`config.mk`:
```
export PLATFORM = sky130hd
export DESIGN_NAME = nps_outmem
export DESIGN_NICKNAME = d
export VERILOG_FILES = /design/src/rtl/nps_pkg.sv /design/src/rtl/nps_outmem_ram.sv /design/src/rtl/nps_outmem.sv
export SDC_FILE = /design/constraint.sdc
export NUM_CORES = 1
export LEC_CHECK = 0
export BUFFER_PORTS_ARGS = -buffer_cell sky130_fd_sc_hd__buf_2
export CORE_ASPECT_RATIO = 1.4
export CORE_UTILIZATION = 40
export DETAILED_ROUTE_END_ITERATION = 16
export GPL_TIMING_DRIVEN = 0
export PLACE_DENSITY = 0.58
export SLEW_MARGIN = 15
export SYNTH_ARGS = -nofsm -noshare
export SYNTH_HDL_FRONTEND = slang
export SYNTH_SLANG_ARGS = --single-unit
```
`constraint.sdc`:
```
create_clock -name clk -period 7.57 [get_ports clk]
set_input_delay 1.514 -clock clk [delete_from_list [all_inputs] [get_ports clk]]
set_output_delay 1.514 -clock clk [all_outputs]
set_load 0.01 [all_outputs]
```
`src/rtl/nps_pkg.sv`:
```
// Shared definitions for the nps capture pipeline (nps_inmem / nps_outmem).
package nps_pkg;

  localparam int NPS_DATA_WIDTH = 16;
  localparam int NPS_ADR_WIDTH  = 5;

  // Capture state encoding, shared by both memory stages
  typedef enum logic [1:0] {
    IDLE    = 2'd0,
    CAPTURE = 2'd1,
    DONE    = 2'd2
  } nps_state_t;

endpackage

```
`src/rtl/nps_outmem_ram.sv`:
```
// Simple dual-port storage for nps_outmem: one write port plus a registered,
// read-first read port. The array itself is never reset.
module nps_outmem_ram
  import nps_pkg::*;
#(
  parameter int DATA_WIDTH = NPS_DATA_WIDTH,
  parameter int ADR_WIDTH  = NPS_ADR_WIDTH
) (
  input  logic                  clk,
  input  logic                  reset_x,
  input  logic                  we,
  input  logic [ADR_WIDTH-1:0]  wadr,
  input  logic [DATA_WIDTH-1:0] wdata,
  input  logic                  re,
  input  logic [ADR_WIDTH-1:0]  radr,
  output logic [DATA_WIDTH-1:0] rdata
);

  logic [DATA_WIDTH-1:0] mem [2**ADR_WIDTH];

  // Write port; contents survive reset
  always_ff @(posedge clk) begin
    if (we) mem[wadr] <= wdata;
  end

  // Registered read; a same-edge write is not visible, so old data is returned
  always_ff @(posedge clk or negedge reset_x) begin
    if (!reset_x)  rdata <= '0;
    else if (re)   rdata <= mem[radr];
  end

endmodule

```
`src/rtl/nps_outmem.sv`:
```
// nps_outmem: captures one frame from the inmem stage into a RAM, reports
// completion, word count, overflow, and (optionally) the sum of stored words.
// Optional feature: define NPS_OUTMEM_SUM_EN to enable the sum accumulator;
// otherwise sum is tied to zero.
module nps_outmem
  import nps_pkg::*;
#(
  parameter int DATA_WIDTH = NPS_DATA_WIDTH,
  parameter int ADR_WIDTH  = NPS_ADR_WIDTH
) (
  input  logic                            clk,
  input  logic                            reset_x,
  input  logic                            vi,
  input  logic                            fi,
  input  logic [DATA_WIDTH-1:0]           datai,
  input  logic                            clear,
  input  logic [ADR_WIDTH-1:0]            cpu_adr,
  input  logic                            cpu_rd,
  output logic [DATA_WIDTH-1:0]           cpu_rdata,
  output logic                            done,
  output logic [ADR_WIDTH:0]              count,
  output logic                            ovf,
  output logic [DATA_WIDTH+ADR_WIDTH-1:0] sum
);

  nps_state_t           state, state_nxt;
  logic [ADR_WIDTH:0]   count_nxt;
  logic                 ovf_nxt;
  logic                 wr_en;
  logic [ADR_WIDTH-1:0] wr_adr;
  logic                 full;

  // The extra count bit is set exactly when every address has been written
  assign full   = count[ADR_WIDTH];
  assign wr_adr = count[ADR_WIDTH-1:0];
  assign done   = (state == DONE);

  // State, word count and sticky overflow registers
  always_ff @(posedge clk or negedge reset_x) begin
    if (!reset_x) begin
      state <= IDLE;
      count <= '0;
      ovf   <= 1'b0;
    end else begin
      state <= state_nxt;
      count <= count_nxt;
      ovf   <= ovf_nxt;
    end
  end

  // Next-state and write decision; clear overrides any incoming word
  always_comb begin
    state_nxt = state;
    count_nxt = count;
    ovf_nxt   = ovf;
    wr_en     = 1'b0;
    if (clear) begin
      state_nxt = IDLE;
      count_nxt = '0;
      ovf_nxt   = 1'b0;
    end else begin
      case (state)
        IDLE: begin
          if (vi) begin
            wr_en     = 1'b1;
            count_nxt = (ADR_WIDTH+1)'(1);
            state_nxt = fi ? DONE : CAPTURE;
          end
        end
        CAPTURE: begin
          if (vi) begin
            if (full) begin
              ovf_nxt = 1'b1;
            end else begin
              wr_en     = 1'b1;
              count_nxt = count + (ADR_WIDTH+1)'(1);
            end
            if (fi) state_nxt = DONE;
          end
        end
        DONE: begin
          if (vi) ovf_nxt = 1'b1;
        end
        default: begin
          state_nxt = IDLE;
        end
      endcase
    end
  end

`ifdef NPS_OUTMEM_SUM_EN
  // Running sum of stored words; wide enough for a full frame of maximum values
  always_ff @(posedge clk or negedge reset_x) begin
    if (!reset_x)   sum <= '0;
    else if (clear) sum <= '0;
    else if (wr_en) sum <= sum + {{ADR_WIDTH{1'b0}}, datai};
  end
`else
  assign sum = '0;
`endif

  nps_outmem_ram #(
    .DATA_WIDTH (DATA_WIDTH),
    .ADR_WIDTH  (ADR_WIDTH)
  ) u_ram (
    .clk     (clk),
    .reset_x (reset_x),
    .we      (wr_en),
    .wadr    (wr_adr),
    .wdata   (datai),
    .re      (cpu_rd),
    .radr    (cpu_adr),
    .rdata   (cpu_rdata)
  );

endmodule

```
; Yosys cells after proc, flatten, opt, wreduce, memory -nomap -nowiden
; Memory sizes are Yosys's and may differ from the RTL's. A register that Yosys moved wholly into a read port is not among the register bits.
; Cells that the tools add are included.
; W data, S select, Z words.
[totals]
regBits = 9
mem_bits_rw = 512
in_bits = 27
out_inout_bits = 45
word_cells = 46
n_memories = 1
[memory_table]
columns = memory, depth, width, read_ports, rd_clocked_by_memory_dff, write_ports, line_no
row1 = u_ram.mem, 32, 16, 1, 1, 1, nps_outmem_ram.sv:19  ; logic [DATA_WIDTH-1:0] mem [2**ADR_WIDTH];
[op_classes]
add_sub_neg = 1
eq_ne = 9
mux = 23
reduce_logical = 8
[op_table]
columns = op, n
row1 = $mux W6, 4
row2 = $ne A3 B3 Y1 const B, 6
row3 = $pmux W6 S2, 1
row4 = $reduce_and A4 Y1, 3
row5 = $mux W1, 10
row6 = $mux W2, 5
row7 = $add A6 B1 Y6 const B, 1
row8 = $pmux W2 S3, 1
row9 = $reduce_bool A3 Y1, 2
row10 = $pmux W1 S2, 2
row11 = $reduce_and A3 Y1, 1
row12 = $eq A2 B1 Y1 const B, 1
row13 = $eq A2 B2 Y1 const B, 1
row14 = $logic_not A2 Y1, 1
row15 = $ne A2 B2 Y1 const B, 1
row16 = $logic_not A1 Y1, 1

; Depth between registers and ports, before layout
[logic_depth]
depth_word = 6
ltp_mapped = 8
depth_no_buf = 5

; Cells and area by module
; From an unflattened synthesis, not the netlist that was laid out.
[unflattened]
cells_unflattened = 1196
area_unflattened_um2 = 21260.4
[modules_own_cells]
columns = mod, n_inst, cells_per_inst, area_each_um2, seq_area_each_um2
row1 = nps_outmem_ram, 1, 1127, 20608.5, 15775.1
row2 = nps_outmem, 1, 69, 651.9, 225.2

; Worst setup path before layout
; Ideal clock, no wire load.
[synth_timing]
path_type = input -> register
startpoint = input port vi
endpoint = memory u_ram.mem[29][0] (netlist bit), enable pin
setup_time_ns = 0.388
arrival_ns = 3.012
t_required_ns = 7.182
path_slack_ns = 4.169
cell_stages = 5
n_path_buf = 0
cell_sequence = nand2b_1 a21oi_1 nor2b_1 nand2_1 nor2_1
[synth_between]
elab_chain_cells = 5
word_cells_on_any_way = 6
classes_between = mux (6)
[synth_lines]
columns = item, line_no
row1 = from (decl), nps_outmem.sv:13  ; input logic vi,
row2 = $mux W1 (on tied branches), "nps_outmem.sv:71, nps_outmem.sv:64"
row3 = $pmux W1 S2 (*), nps_outmem.sv:62  ; case (state)
row4 = $mux W1 (*), nps_outmem.sv:57  ; if (clear) begin
row5 = $mux W1 (*), nps_outmem_ram.sv:23  ; if (we) mem[wadr] <= wdata;
row6 = $mux W1 (not written as such) (*), nps_outmem_ram.sv:23
row7 = to (decl), nps_outmem_ram.sv:19
; Mark *: on every way between the ends. The rest lies on a longest branch, timed or not.

==> results.py <==
metrics = {
    "detailed_routing": {
        "final_antenna_net_count": 0,
        "drtIter0Drc": 1116,
        "wl_per_cell_um": 26.7,
        "vias_per_cell": 5.39,
        "wirelength_mm": 55.8,
        "routed-via-count": 11300,
        "drc_errors": 0,
        "dr.pass1.iters": 5,
    },
    "grt": {
        "track_usage_pct": 20.8,
        "top_usage_layer": "met2",
        "met2_usage_pct": 36.6,
        "grt_overflow": 0,
        "use_met3_pct": 2.43,
        "grt_pass1_vias": 11300,
        "grt_pass1_wl_mm": 79.2,
        "grt_use_met1_pct": 25.3,
        "grt_max_degree": 33,
        "antenna_found_initial": 0,
    },
    "floorplanning": {
        "core_area_sq_um": 52300,
        "rows": 99,
        "die_area_sq_um": 54100,
        "io_pins": 72,
        "die_w_um": 197,
        "fp.dieH_um": 275,
        "initial_core_util_pct": 40.7,
    },
    "final_layout": {
        "fillers": 4512,
        "final_area_sq_um": 24400,
        "area_growth_syn_to_layout_pct": 14.9,
        "nNetsFinal": 1382,
        "layout-drive-gt1-share_pct": 18.3,
    },
    "critical_path": {
        "crit_type": "input port to register",
        "cpMaxStageDelayCell": "a21oi_1",
        "worstPathMaxFanout": 10,
        "critical_path.top_delay_family": "buffers and inverters",
        "critPathMaxStageDelay_ps": 760,
        "arrival_ps": 4240,
        "critPathBufInv": 3,
        "critPathRequiredTime_ps": 8030,
        "path_cells": "buf_2, and2_1, clkbuf_1, buf_2, a22oi_1, a21oi_1, nor4_1, mux2_2",
        "critPathLaunchType": "input port",
        "crit_path_end_kind": "register",
        "crit_top_cell": "buf_2",
    },
    "cts": {
        "clkLatencyLatePin_ps": 580,
        "clkTransAtPathRegs_ps": 60,
        "cts_sinks": 537,
        "postCtsSetupBuffers": 0,
        "cts_tree": "yes",
        "cts_made_buffers": 48,
        "htreeDepth": 2,
        "clockBufferDepth": 3,
        "post_cts_resized": 0,
        "postCtsHoldBufs": 0,
        "cts_root_buffer": "clkbuf_16",
    },
    "sta": {
        "fmax_mhz": 265,
        "min_period_ps": 3780,
        "setup_violations": 0,
        "relSlewSlack_pct": 36.5,
        "rsz0062_at_grt": "no",
        "hold_viol_final": 0,
        "fin_worst_skew_ps": 15.9,
        "worst_pin_slew_ps": 952,
        "finalMaxSlewViolations": 0,
        "setup_tns_ps": 0,
        "fin_crit_sh_pct": 49.9,
        "setup_ws_ps": 3790,
    },
    "synth": {
        "synth-seq-cells": 537,
        "synthMuxAreaShare_pct": 12.9,
        "synthSimpleGateAreaFrac_pct": 2.00,
        "synthCells": 1201,
        "synth-compound-area-share_pct": 6.41,
        "synth_top_flop_cell": "edfxtp_1",
        "syn-cell-area_sq_um": 21300,
        "async_flop_share_pct": 4.66,
        "postSynthAreaPerCell_sq_um": 17.7,
        "yosys_warnings": 0,
        "synth_top_family_by_area": "multiplexers",
        "synth_xor_area_share_pct": 0.124,
        "synth_edf_count": 512,
        "synth_fa_ha_area_share_pct": 0.235,
        "synth_seq_area_share_pct": 75.2,
        "yosys.cell_types.count": 37,
    },
    "placed_design": {
        "placed_area_sq_um": 23000,
        "dp_worst_setup_slack_ps": 3200,
        "gp_congestion": 0.849,
        "hpwl_mm": 38.0,
        "io_buffer_count": 48,
    },
    "worst_hold_path": {
        "hp-class": "register to register",
    },
    "outcome": {
        "status": "finished clean",
    },
    "flow_run": {
        "maxCapViolCount": 0,
    },
    "power": {
        "irDropWorstVdd_uv": 211,
        "power_uw": 5920,
        "power_density_nw_per_um2": 242,
        "leakagePower_uw": 0.00850,
    },
}
## placed cells by master (no fill, tap or decap), types with 2 or more instances in the layout
cell type	n
clkinv_1	10
buf_4	27
inv_6	2
mux2i_1	256
buf_8	29
or3b_2	2
nor4_1	16
edfxtp_1	512
mux2_2	16
clkbuf_16	49
clkinv_2	3
nor2_2	32
buf_1	7
conb_1	21
buf_2	61
inv_1	3
xor2_1	3
nand2_1	9
clkbuf_8	4
nand2b_1	4
dfrtp_1	25
nor2_1	10
nor2b_1	5
buf_6	25
nand3b_1	4
ha_1	4
a21oi_1	67
a22oi_1	128
clkbuf_1	34
o21ai_0	3
## worst reg2reg max path, cell delays in order (launching register included)
cell and delay [ps]:
dfrtp_1 450, nand2b_1 190, a21oi_1 360, nor2b_1 300
nand2_1 380, nor2_2 610, buf_6 240
## area by class of cell
cell class,count,area (sq um),share of cell area (%)
diodes,1,2.50,0.0102
multi-input cells,591,4770,19.5
repair buffers,80,702,2.87
clock inverters,16,77.6,0.318
clock buffers,68,1340,5.48
flip-flops and latches,537,16000,65.5
plain buffers,90,648,2.65
inverters,3,11.3,0.0461
well taps,707,885,3.62
## metal layers
layer  vias to the layer above  share of wire, %
met5                         -                 0
met4                         0               5.3
met3                        91               4.5
met2                       366                51
met1                      5800                40
li1                       5020                 -
## synthesized netlist by cell type, types with 5 or more instances
master    instances  area share [%]
clkbuf_1         19            0.34
mux2i_1         256              12
buf_6            20             1.1
edfxtp_1        512              72
nor2_1           42            0.74
a21oi_1          67             1.6
a22oi_1         128             4.5
nor4_1           16            0.47
dfrtp_1          25             2.9
nand2_1           9            0.16
buf_2            13            0.31
nor2b_1           5            0.15
buf_1             7            0.12
buf_4            27            0.95
mux2_2           16            0.85
## per-stage QoR
stage	hold WS (ps)	utilization, %	std cells
3_5_place_dp	487	44.0	2008
3_3_place_gp	486	43.0	1976
5_1_grt	521	46.7	2092
2_1_floorplan	495	-	1221
6_report	504	46.7	2093
4_1_cts	510	46.7	2092
## worst paths after layout
| path | slack [ps] | endpoint | cells past startpoint | start |
|---|---|---|---|---|
| setup / recovery | 3790 | u_ram.rdata[3]$_DFFE_PN0P_ | 8 | cpu_adr[2] |
| hold / removal | 500 | u_ram.rdata[6]$_DFFE_PN0P_ | 1 | u_ram.rdata[6]$_DFFE_PN0P_ |
| setup reg to reg | 4750 | u_ram.mem[19][4]$_DFFE_PP_ | 6 | state[1]$_DFFE_PN0P_ |
| hold reg to reg | 500 | u_ram.rdata[6]$_DFFE_PN0P_ | 1 | u_ram.rdata[6]$_DFFE_PN0P_ |
| max in group asynchronous | 6120 | u_ram.rdata[4]$_DFFE_PN0P_ | 1 | reset_x |
| min in group asynchronous | 990 | u_ram.rdata[9]$_DFFE_PN0P_ | 1 | reset_x |
## state kept, by name, indices dropped and copies added (netlist names)
signal and count:
u_ram.mem 512, u_ram.rdata 16, count 6, state 2
ovf 1
## where the power goes
group          switching, uW  internal, uW
sequential              14.1          3280
clock                   1030          1230
combinational            246           123
total                   1290          4620
## cell families after synthesis
family,Yosys count
buffers and inverters,93
adders and majority gates,4
muxes,272
xor gates and xnor gates,3
and+or+nand+nor,87
DFF,537
AOI/OAI and AO/OA,204
other,1
Note: power is estimated with default switching activity, not from simulation.
